## src/rtl/lsu_pkg.sv

```systemverilog
// Shared definitions for the load/store unit: funct3 width codes, response codes, FSM states.
package lsu_pkg;

  localparam logic [2:0] LSU_B  = 3'b000;
  localparam logic [2:0] LSU_H  = 3'b001;
  localparam logic [2:0] LSU_W  = 3'b010;
  localparam logic [2:0] LSU_BU = 3'b100;
  localparam logic [2:0] LSU_HU = 3'b101;

  localparam logic [1:0] LSU_OK  = 2'b00;
  localparam logic [1:0] LSU_MIS = 2'b01;
  localparam logic [1:0] LSU_TMO = 2'b10;
  localparam logic [1:0] LSU_ILL = 2'b11;

  typedef enum logic [1:0] {
    IDLE = 2'd0,
    BUS  = 2'd1,
    RESP = 2'd2
  } lsu_state_e;

  // Stores have no unsigned variants, so only B/H/W are legal for them.
  function automatic logic funct3_illegal(input logic we, input logic [2:0] funct3);
    if (we) return (funct3 != LSU_B) && (funct3 != LSU_H) && (funct3 != LSU_W);
    return (funct3 == 3'b011) || (funct3 == 3'b110) || (funct3 == 3'b111);
  endfunction

endpackage

```

## src/rtl/lsu_if.sv

```systemverilog
// Core-side request/response interface and data-memory bus interface of the load/store unit.
interface lsu_core_if;
  logic        req_valid;
  logic        req_ready;
  logic        req_we;
  logic [2:0]  req_funct3;
  logic [31:0] req_addr;
  logic [31:0] req_wdata;
  logic        rsp_valid;
  logic [31:0] rsp_rdata;
  logic [1:0]  rsp_err;

  modport master (output req_valid, req_we, req_funct3, req_addr, req_wdata,
                  input  req_ready, rsp_valid, rsp_rdata, rsp_err);
  modport slave  (input  req_valid, req_we, req_funct3, req_addr, req_wdata,
                  output req_ready, rsp_valid, rsp_rdata, rsp_err);
endinterface

interface lsu_bus_if;
  logic        bus_valid;
  logic        bus_ready;
  logic        bus_we;
  logic [3:0]  bus_be;
  logic [31:0] bus_addr;
  logic [31:0] bus_wdata;
  logic [31:0] bus_rdata;

  modport master (output bus_valid, bus_we, bus_be, bus_addr, bus_wdata,
                  input  bus_ready, bus_rdata);
  modport slave  (input  bus_valid, bus_we, bus_be, bus_addr, bus_wdata,
                  output bus_ready, bus_rdata);
endinterface

```

## src/rtl/lsu_align.sv

```systemverilog
// Lane steering for the LSU: byte enables, store replication, load extraction and extension.
// Misalign detection is only active when LSU_MISALIGN_TRAP_EN is defined.
module lsu_align
  import lsu_pkg::*;
(
  input  logic [2:0]  funct3,
  input  logic [1:0]  off,
  input  logic [31:0] wdata,
  input  logic [31:0] rdata,
  output logic [3:0]  be,
  output logic [31:0] wdata_rep,
  output logic [31:0] rdata_ext,
  output logic        misaligned
);

  logic [7:0]  lane;
  logic [15:0] half;

  always_comb begin
    be        = 4'b1111;
    wdata_rep = wdata;
    rdata_ext = rdata;
    lane      = rdata[{off, 3'b000} +: 8];
    half      = off[1] ? rdata[31:16] : rdata[15:0];
    case (funct3)
      LSU_B, LSU_BU: begin
        be        = 4'b0001 << off;
        wdata_rep = {4{wdata[7:0]}};
        rdata_ext = funct3[2] ? {24'b0, lane} : {{24{lane[7]}}, lane};
      end
      LSU_H, LSU_HU: begin
        be        = 4'b0011 << {off[1], 1'b0};
        wdata_rep = {2{wdata[15:0]}};
        rdata_ext = funct3[2] ? {16'b0, half} : {{16{half[15]}}, half};
      end
      default: ;
    endcase
  end

`ifdef LSU_MISALIGN_TRAP_EN
  always_comb begin
    case (funct3)
      LSU_H, LSU_HU: misaligned = off[0];
      LSU_W:         misaligned = (off != 2'b00);
      default:       misaligned = 1'b0;
    endcase
  end
`else
  assign misaligned = 1'b0;
`endif

endmodule

```

## src/rtl/lsu.sv

```systemverilog
// Load/store unit: one bus transaction per core request, with optional bus timeout.
// state | meaning
// IDLE  | ready for a request; req_ready high
// BUS   | bus_valid held until bus_ready or timeout
// RESP  | one-cycle response strobe to writeback
module lsu
  import lsu_pkg::*;
#(
  parameter int unsigned TIMEOUT_CYCLES = 255
) (
  input  logic       clk,
  input  logic       rstn,
  lsu_core_if.slave  core,
  lsu_bus_if.master  bus
);

  lsu_state_e  state, state_next;
  logic [1:0]  err_next;
  logic [31:0] cnt;
  logic [2:0]  lat_funct3;
  logic [1:0]  lat_off;
  logic        accept, illegal, timeout_hit;

  logic [2:0]  sel_funct3;
  logic [1:0]  sel_off;
  logic [3:0]  be;
  logic [31:0] wdata_rep, rdata_ext;
  logic        misaligned;

  logic        bus_valid_q, bus_we_q, rsp_valid_q;
  logic [3:0]  bus_be_q;
  logic [31:0] bus_addr_q, bus_wdata_q, rsp_rdata_q;
  logic [1:0]  rsp_err_q;

  // The aligner sees the live request while idle and the latched one afterwards.
  assign sel_funct3 = (state == IDLE) ? core.req_funct3     : lat_funct3;
  assign sel_off    = (state == IDLE) ? core.req_addr[1:0]  : lat_off;

  lsu_align u_align (
    .funct3     (sel_funct3),
    .off        (sel_off),
    .wdata      (core.req_wdata),
    .rdata      (bus.bus_rdata),
    .be         (be),
    .wdata_rep  (wdata_rep),
    .rdata_ext  (rdata_ext),
    .misaligned (misaligned)
  );

  assign accept      = core.req_valid && (state == IDLE);
  assign illegal     = funct3_illegal(core.req_we, core.req_funct3);
  assign timeout_hit = (TIMEOUT_CYCLES != 0) && (cnt == 32'(TIMEOUT_CYCLES - 1));

  always_comb begin
    state_next = state;
    err_next   = LSU_OK;
    case (state)
      IDLE: begin
        if (accept) begin
          if (illegal) begin
            state_next = RESP;
            err_next   = LSU_ILL;
          end else if (misaligned) begin
            state_next = RESP;
            err_next   = LSU_MIS;
          end else begin
            state_next = BUS;
          end
        end
      end
      BUS: begin
        if (bus.bus_ready) begin
          state_next = RESP;
        end else if (timeout_hit) begin
          state_next = RESP;
          err_next   = LSU_TMO;
        end
      end
      RESP:    state_next = IDLE;
      default: state_next = IDLE;
    endcase
  end

  always_ff @(posedge clk) begin
    if (!rstn) begin
      state       <= IDLE;
      cnt         <= '0;
      lat_funct3  <= '0;
      lat_off     <= '0;
      bus_valid_q <= 1'b0;
      bus_we_q    <= 1'b0;
      bus_be_q    <= '0;
      bus_addr_q  <= '0;
      bus_wdata_q <= '0;
      rsp_valid_q <= 1'b0;
      rsp_rdata_q <= '0;
      rsp_err_q   <= LSU_OK;
    end else begin
      state       <= state_next;
      cnt         <= (state == BUS && state_next == BUS) ? cnt + 32'd1 : '0;
      rsp_valid_q <= (state_next == RESP);
      rsp_err_q   <= (state_next == RESP) ? err_next : LSU_OK;
      rsp_rdata_q <= (state == BUS && bus.bus_ready && !bus_we_q) ? rdata_ext : '0;
      if (accept) begin
        lat_funct3  <= core.req_funct3;
        lat_off     <= core.req_addr[1:0];
        bus_we_q    <= core.req_we;
        bus_be_q    <= be;
        bus_addr_q  <= {core.req_addr[31:2], 2'b00};
        bus_wdata_q <= wdata_rep;
        bus_valid_q <= (state_next == BUS);
      end else if (state == BUS && state_next != BUS) begin
        bus_valid_q <= 1'b0;
      end
    end
  end

  assign core.req_ready = (state == IDLE);
  assign core.rsp_valid = rsp_valid_q;
  assign core.rsp_rdata = rsp_rdata_q;
  assign core.rsp_err   = rsp_err_q;
  assign bus.bus_valid  = bus_valid_q;
  assign bus.bus_we     = bus_we_q;
  assign bus.bus_be     = bus_be_q;
  assign bus.bus_addr   = bus_addr_q;
  assign bus.bus_wdata  = bus_wdata_q;

endmodule

```

## src/flat_wrapper.sv

```systemverilog
// flat-port wrapper written by rule: the top's interface ports become plain ports
module lsu_flat import lsu_pkg::*;
#(
  parameter int unsigned TIMEOUT_CYCLES = 255
)
  (clk, rstn, core_req_valid, core_req_we, core_req_funct3, core_req_addr, core_req_wdata, core_req_ready, core_rsp_valid, core_rsp_rdata, core_rsp_err, bus_bus_valid, bus_bus_we, bus_bus_be, bus_bus_addr, bus_bus_wdata, bus_bus_ready, bus_bus_rdata);
  lsu_core_if core_i ();
  lsu_bus_if bus_i ();
  input  logic clk;
  input  logic rstn;
  input wire logic [$bits(core_i.req_valid)-1:0] core_req_valid;
  input wire logic [$bits(core_i.req_we)-1:0] core_req_we;
  input wire logic [$bits(core_i.req_funct3)-1:0] core_req_funct3;
  input wire logic [$bits(core_i.req_addr)-1:0] core_req_addr;
  input wire logic [$bits(core_i.req_wdata)-1:0] core_req_wdata;
  output wire logic [$bits(core_i.req_ready)-1:0] core_req_ready;
  output wire logic [$bits(core_i.rsp_valid)-1:0] core_rsp_valid;
  output wire logic [$bits(core_i.rsp_rdata)-1:0] core_rsp_rdata;
  output wire logic [$bits(core_i.rsp_err)-1:0] core_rsp_err;
  output wire logic [$bits(bus_i.bus_valid)-1:0] bus_bus_valid;
  output wire logic [$bits(bus_i.bus_we)-1:0] bus_bus_we;
  output wire logic [$bits(bus_i.bus_be)-1:0] bus_bus_be;
  output wire logic [$bits(bus_i.bus_addr)-1:0] bus_bus_addr;
  output wire logic [$bits(bus_i.bus_wdata)-1:0] bus_bus_wdata;
  input wire logic [$bits(bus_i.bus_ready)-1:0] bus_bus_ready;
  input wire logic [$bits(bus_i.bus_rdata)-1:0] bus_bus_rdata;
  assign core_i.req_valid = core_req_valid;
  assign core_i.req_we = core_req_we;
  assign core_i.req_funct3 = core_req_funct3;
  assign core_i.req_addr = core_req_addr;
  assign core_i.req_wdata = core_req_wdata;
  assign core_req_ready = core_i.req_ready;
  assign core_rsp_valid = core_i.rsp_valid;
  assign core_rsp_rdata = core_i.rsp_rdata;
  assign core_rsp_err = core_i.rsp_err;
  assign bus_bus_valid = bus_i.bus_valid;
  assign bus_bus_we = bus_i.bus_we;
  assign bus_bus_be = bus_i.bus_be;
  assign bus_bus_addr = bus_i.bus_addr;
  assign bus_bus_wdata = bus_i.bus_wdata;
  assign bus_i.bus_ready = bus_bus_ready;
  assign bus_i.bus_rdata = bus_bus_rdata;
  lsu #(.TIMEOUT_CYCLES(TIMEOUT_CYCLES)) u_core (.clk(clk), .rstn(rstn), .core(core_i), .bus(bus_i));
endmodule
```

## config.mk

```make
export PLATFORM = sky130hd
export DESIGN_NAME = lsu_flat
export DESIGN_NICKNAME = d
export VERILOG_FILES = /design/src/rtl/lsu_pkg.sv /design/src/rtl/lsu_if.sv /design/src/rtl/lsu_align.sv /design/src/rtl/lsu.sv /design/src/flat_wrapper.sv
export SDC_FILE = /design/constraint.sdc
export NUM_CORES = 1
export LEC_CHECK = 0
export CAP_MARGIN = 10
export CORE_MARGIN = 4
export CORE_UTILIZATION = 42
export CTS_BUF_LIST = sky130_fd_sc_hd__clkbuf_16
export CTS_CLUSTER_SIZE = 10
export DETAILED_ROUTE_END_ITERATION = 8
export PLACE_DENSITY = 0.84
export SLEW_MARGIN = 40
export SYNTH_ARGS = -nofsm -noshare
export SYNTH_HDL_FRONTEND = slang
export SYNTH_HIERARCHICAL = 1
export SYNTH_SLANG_ARGS = --single-unit
```

## constraint.sdc

```tcl
create_clock -name clk -period 2.14 [get_ports clk]
set_input_delay 0.214 -clock clk [delete_from_list [all_inputs] [get_ports clk]]
set_output_delay 0.214 -clock clk [all_outputs]
set_load 0.01 [all_outputs]
```

; ---- Yosys cells after proc, flatten, opt, wreduce, memory -nomap -nowiden
; Index checks and enable logic that the tools add are counted.
[totals]
ff_bits = 142
input_bits = 104
out_inout_bits = 106
word_cells = 71
[classes]
eq_ne = 13
n_shift = 3
n_reduce_logical = 19
n_mux = 23
n_addsub = 1
[op_table]
columns = op, n
row1 = one-hot mux 32 bit (2 select lines), 2
row2 = two-way mux 32 bit, 2
row3 = adder 32 x 1 -> 32 bit (second input constant), 1
row4 = equality test 32 x 8 -> 1 bit (second input constant), 1
row5 = variable part select 32 x 6 -> 8 bit, 1
row6 = two-way mux 2 bit, 9
row7 = two-way mux 16 bit, 1
row8 = equality test 3 bit (second input constant), 4
row9 = one-hot mux 2 bit (2 select lines), 2
row10 = one-hot mux 4 bit (2 select lines), 1
row11 = logical AND 1 bit, 7
row12 = AND reduction 2 bit, 3
row13 = two-way mux 1 bit, 5
row14 = equality test 2 x 1 -> 1 bit (second input constant), 2
row15 = OR reduction 2 bit, 2
row16 = left shift 1 x 2 -> 4 bit (first input constant), 1
row17 = left shift 2 x 2 -> 4 bit (first input constant), 1
row18 = equality test 3 x 1 -> 1 bit (second input constant), 1
row19 = equality test 3 x 2 -> 1 bit (second input constant), 1
row20 = logical NOT 3 bit, 1
row21 = two-way mux 3 bit, 1
row22 = != test 3 x 1 -> 1 bit (second input constant), 1
row23 = != test 3 x 2 -> 1 bit (second input constant), 1
row24 = nonzero test 3 bit, 1
row25 = 6 further kinds, 7

; ---- Depth between registers and ports, before layout
[depth]
depth_word = 12
depth_mapped = 10
ltp_nobuf = 7

; ---- Cells and area by module
; Netlist, hierarchy kept.
[modules_own_cells]
columns = module, cells_each, n_inst, area_per_inst_um2, seq_area_each_um2
row1 = lsu, 595, 1, 5153.7, 2842.7
row2 = lsu_align, 188, 1, 1223.7, 0.0

; ---- Least setup slack after synthesis
; No wires, ideal clock.
[synth_timing]
path_kind = reg-to-reg
startpoint = register u_core.state[1]
endpoint = register u_core.rsp_rdata_q[21] (netlist: u_core/core.rsp_rdata[21])
t_required_ps = 2025
path_buffers = 2
stages_incl_launch_ff = 9
path_slack_ps = -139
t_arrival_ps = 2164
cell_sequence = dfxtp_1 nor2_1 mux2_2 buf_6 mux2_4 a31oi_4 buf_6 o22ai_1 and2_1
[synth_via]
elab_chain_len = 5
word_cells_on_any_way = 18
classes_between = 4 x eq/ne / 1 x shift / 6 x mux / 7 x reduce/logical
[synth_lines]
columns = item, line
row1 = from (decl), lsu.sv:17  ; lsu_state_e state, state_next;
row2 = from (signal assigned), lsu.sv:99  ; state <= state_next;
row3 = logical NOT 2 bit (*), -
row4 = named net core_req_ready, flat_wrapper.sv:16  ; output wire logic [$bits(core_i.req_ready)-1:0] core_req_ready;
row5 = two-way mux 2 bit (*), lsu.sv:37  ; assign sel_off = (state == IDLE) ? core.req_addr[1:0] : lat_off;
row6 = named net u_core.sel_off[1], lsu.sv:25  ; logic [1:0] sel_off;
row7 = variable part select 32 x 6 -> 8 bit / two-way mux 16 bit (equally long branches), "lsu_align.sv:23, lsu_align.sv:24"
row8 = two-way mux 32 bit (on tied branches), "lsu_align.sv:29, lsu_align.sv:34"
row9 = one-hot mux 32 bit (2 select lines) (*), lsu_align.sv:25  ; case (funct3)
row10 = named net u_core.rdata_ext[21], lsu.sv:27  ; logic [31:0] wdata_rep, rdata_ext;
row11 = to (signal assigned), lsu.sv:103  ; rsp_rdata_q <= (state == BUS && bus.bus_ready && !bus_we_q) ? rdata_ext : '0;
row12 = to (decl), lsu.sv:32  ; logic [31:0] bus_addr_q, bus_wdata_q, rsp_rdata_q;
; The timed path passes the listed nets; every way through them passes the cells marked *.
; A chain may end at the register's enable or synchronous reset.

; ---- Worst setup path after layout
[layout_timing]
startpoint = register u_core.state[0]
endpoint = register u_core.rsp_rdata_q[1] (netlist: u_core/core.rsp_rdata[1])
[layout_via]
elab_chain_len = 5
word_cells_on_any_way = 18
classes_between = 4 x eq/ne / 1 x shift / 6 x mux / 7 x reduce/logical
[layout_lines]
columns = item, line
row1 = logical NOT 2 bit (*), lsu.sv:36  ; assign sel_funct3 = (state == IDLE) ? core.req_funct3 : lat_funct3;
row2 = two-way mux 3 bit (*), lsu.sv:36
row3 = named net u_core.sel_funct3[1], lsu.sv:24  ; logic [2:0] sel_funct3;
row4 = "equality test 3 x 1 -> 1 bit, or another cell as far along", lsu_align.sv:25
row5 = OR reduction 2 bit, lsu_align.sv:25
row6 = one-hot mux 32 bit (2 select lines) (*), lsu_align.sv:25
row7 = named net u_core.rdata_ext[1], lsu.sv:27
; Marks and branches as above.

==> impl_metrics.toml <==
[run_status]
outcome = "finished clean"

[sta]
hold_viol = 0
finalClockSkew_ns = 0.006111
rsz0062_at_grt = "yes"
setup_tns_ns = 0
finalCriticalPeriod_ns = 2.073
final-setup-viol-count = 0
slew_viol_final = 0
setup_slack_ns = 0.06749
timing.fmax_ghz = 0.4825
fin_crit_sh = 0.9685

[worst_setup_path]
cp_slowest_cell = "or3b_1"
startpoint_type = "flip-flop"
worstPathCellList = "nor2_4, mux2_2, or3b_1, nor2_1, a221o_1, and2_1"
critical_path_class = "reg2reg"
crit_path_end_kind = "flip-flop"
critical_path_peak_fanout = 11
crit_required_ns = 2.50
cp_slowest_stage_delay_ns = 0.54
worstPathArrival_ns = 2.43

[drt]
dr.pass1.iters = 5
highest_layer = "met5"
dr_total_vias = 6215
drtIter0Drc = 476
wl_met2_mm = 9.139
drt-vias-per-instance = 5.303
wl_met1_mm = 8.168
avgRoutedWirePerCell_um = 16.34
ant_nets = 0
wl_met3_mm = 1.188
routed_wl_mm = 19.15
drc = 0

[logic_synthesis]
synth_edf_count = 0
ys_ff_latch = 142
avgSynthCellArea_sq_um = 8.145
ys_types = 51
synth_cells = 783
netlist_area_sq_um = 6377
ys_async_sr_fraction = 0
synth_flop_cell = "dfxtp_1"
ys_seq_area_frac = 0.4458
ys_warn_count = 6

[clock_network]
clk_latency_ns = 0.42
htree_levels = 4
cts_tree = "yes"
cts_made_buffers = 17
clk_pin_slew_ns = 0.06
clockRootBuffer = "clkbuf_16"
clockBufferDepth = 2
cts_sinks = 142
cts_hold_buf = 0

[floorplan]
die-height_um = 131.2
core-area_sq_um = 14700
die_w_um = 131.2
dieArea_sq_um = 17220
pin_count = 210
initial_utilization = 0.4339
fp-row-count = 44

[grt]
grt_usage = 0.2153
grt_pass1_vias = 5920
grt_first_pass_wirelength_mm = 30.50
grt_start_max_net_pins = 73
overflow = 0
antenna_found_initial = 1

[pwr]
leakagePower_nw = 3.479
power_density_nw_per_um2 = 769.0
design_power_total_mw = 7.135
peakVddDrop_mv = 0.5650

[final_layout]
post_layout_nonfiller_instances = 1172
drive_gt1_frac = 0.09008
fill_cells = 1210
diodes = 0
area_growth_pct = 45.50
fin_nets = 1082
final_area_sq_um = 9279

[placed_design]
place_ws_ns = -0.009254
dp_cells = 1140
numPortBuffers = 207
dpl_cell_area_sq_um = 8655
dp_hpwl_mm = 13.36
gp_congestion = 0.8726

[worst_hold_path]
hold_path_class = "in2reg"

[run]
drv_cap = 0
==> critical path: cells and delay by family (launching register included) <==
family             cells  cell delay [ns]
and+or+nand+nor        4             1.06
muxes                  1             0.46
DFF                    1             0.34
AOI/OAI and AO/OA      1             0.15
==> path summary, 6_finish.rpt <==
kind                startpoint                       end  slack (ns)  cells past startpoint
max            u_core/state[0]  u_core/core.rsp_rdata[1]        0.07                      6
min          core_req_addr[20]   u_core/bus.bus_addr[20]        0.34                      3
max reg2reg    u_core/state[0]  u_core/core.rsp_rdata[1]        0.07                      6
min reg2reg  u_core/lat_off[0]         u_core/lat_off[0]        0.45                      2
==> synthesized netlist by cell type (all sizes together), types with 7 or more instances <==
cell type  number  area, sq um
a21oi          92        460.4
a221o           7        70.07
and2           35        219.0
and4            7        61.31
buf            30        187.7
clkbuf         33        125.1
dfxtp         142         2843
inv            14        52.55
mux2           17        198.9
mux2i          16        160.2
nand2         196        735.7
nand3          14        70.07
nand4          12        81.33
nor2           28        105.1
nor2b          20        125.1
o21ai          16        80.08
o221ai          8        70.07
o22ai          17        106.4
o31ai           9        67.56
or3             7        43.79
or4            12        90.09
xor2           10        87.58
==> kinds of logic after synthesis <==
group,Yosys count,share of synthesized area
and+or+nand+nor,352,0.2625
DFF,142,0.4458
adders and majority gates,2,0.003923
xor gates and xnor gates,14,0.01923
muxes,33,0.05631
buffers and inverters,77,0.05729
AOI/OAI and AO/OA,161,0.1538
other,2,0.001178
==> power by group <==
part | internal, mW | total (mW) | switching (mW) | leakage (nW)
clock | 1.92 | 3.04 | 1.11 | 0.293
sequential | 2.76 | 2.82 | 0.0600 | 1.16
combinational | 0.660 | 1.28 | 0.618 | 2.03
==> metrics by stage <==
| step | hold WS [ns] | util |
|---|---|---|
| finish | 0.3354 | 0.6313 |
| global route | 0.3281 | 0.6313 |
| CTS | 0.3198 | 0.6303 |
| detailed placement | 0.4456 | 0.5888 |
| global placement | 0.4404 | 0.5888 |
| floorplan | 0.3452 | - |
==> routing by layer <==
layer  vias up  global-route usage
met5         -                   0
met3        50             0.05772
met2       247              0.3566
met1      2856              0.2644
met4         2             0.09510
li1       3060                   -
==> placed cells by master (no fill, tap or decap), types with 2 or more instances in the layout <==
| cell | count |
|---|---|
| nor4_1 | 5 |
| clkdlybuf4s50_1 | 207 |
| clkinv_2 | 4 |
| nand3_1 | 14 |
| inv_1 | 15 |
| a221o_1 | 7 |
| nor2b_1 | 20 |
| o221ai_1 | 8 |
| conb_1 | 3 |
| and4_1 | 7 |
| mux2_4 | 2 |
| a21oi_1 | 92 |
| ha_1 | 2 |
| mux2i_1 | 16 |
| o21bai_1 | 5 |
| buf_12 | 5 |
| nand4_1 | 11 |
| o31ai_1 | 9 |
| nor2_1 | 26 |
| clkinvlp_4 | 4 |
| nand2_1 | 195 |
| xor2_1 | 10 |
| o22ai_1 | 17 |
| bufinv_16 | 4 |
| o21ai_0 | 16 |
| nand2b_1 | 2 |
| nor3_1 | 3 |
| and3_1 | 2 |
| or3_1 | 7 |
| xnor2_1 | 4 |
| dfxtp_1 | 142 |
| or4_1 | 11 |
| buf_4 | 24 |
| mux2_2 | 15 |
| and2_1 | 34 |
| or2_2 | 2 |
| clkbuf_16 | 17 |
==> cell type report <==
class,count,area (sq um),area share
clock inverters,14,177.7,0.01915
inverters,14,52.55,0.005663
flip-flops and latches,142,2843,0.3064
multi-input cells,565,3198,0.3447
well taps,184,230.2,0.02481
clock buffers,17,425.4,0.04585
repair buffers,236,2352,0.2535
==> what timing repair did <==
action                     4_1_cts  5_1_grt
gates resized for setup          2        2
pin swaps                        0        1
setup buffers                    0        1
setup endpoints to repair       13       27
==> state kept, by name, summed over array words and instances (netlist names) <==
signal / cells
u_core/cnt: 32
u_core/lat_off: 2
u_core/bus.bus_addr: 30
u_core/bus.bus_valid: 1
u_core/core.rsp_err: 2
u_core/lat_funct3: 3
u_core/bus.bus_be: 4
u_core/bus.bus_wdata: 32
u_core/bus.bus_we: 1
u_core/core.rsp_valid: 1
u_core/core.rsp_rdata: 32
u_core/state: 2
Power figures use the tool's default switching activity.
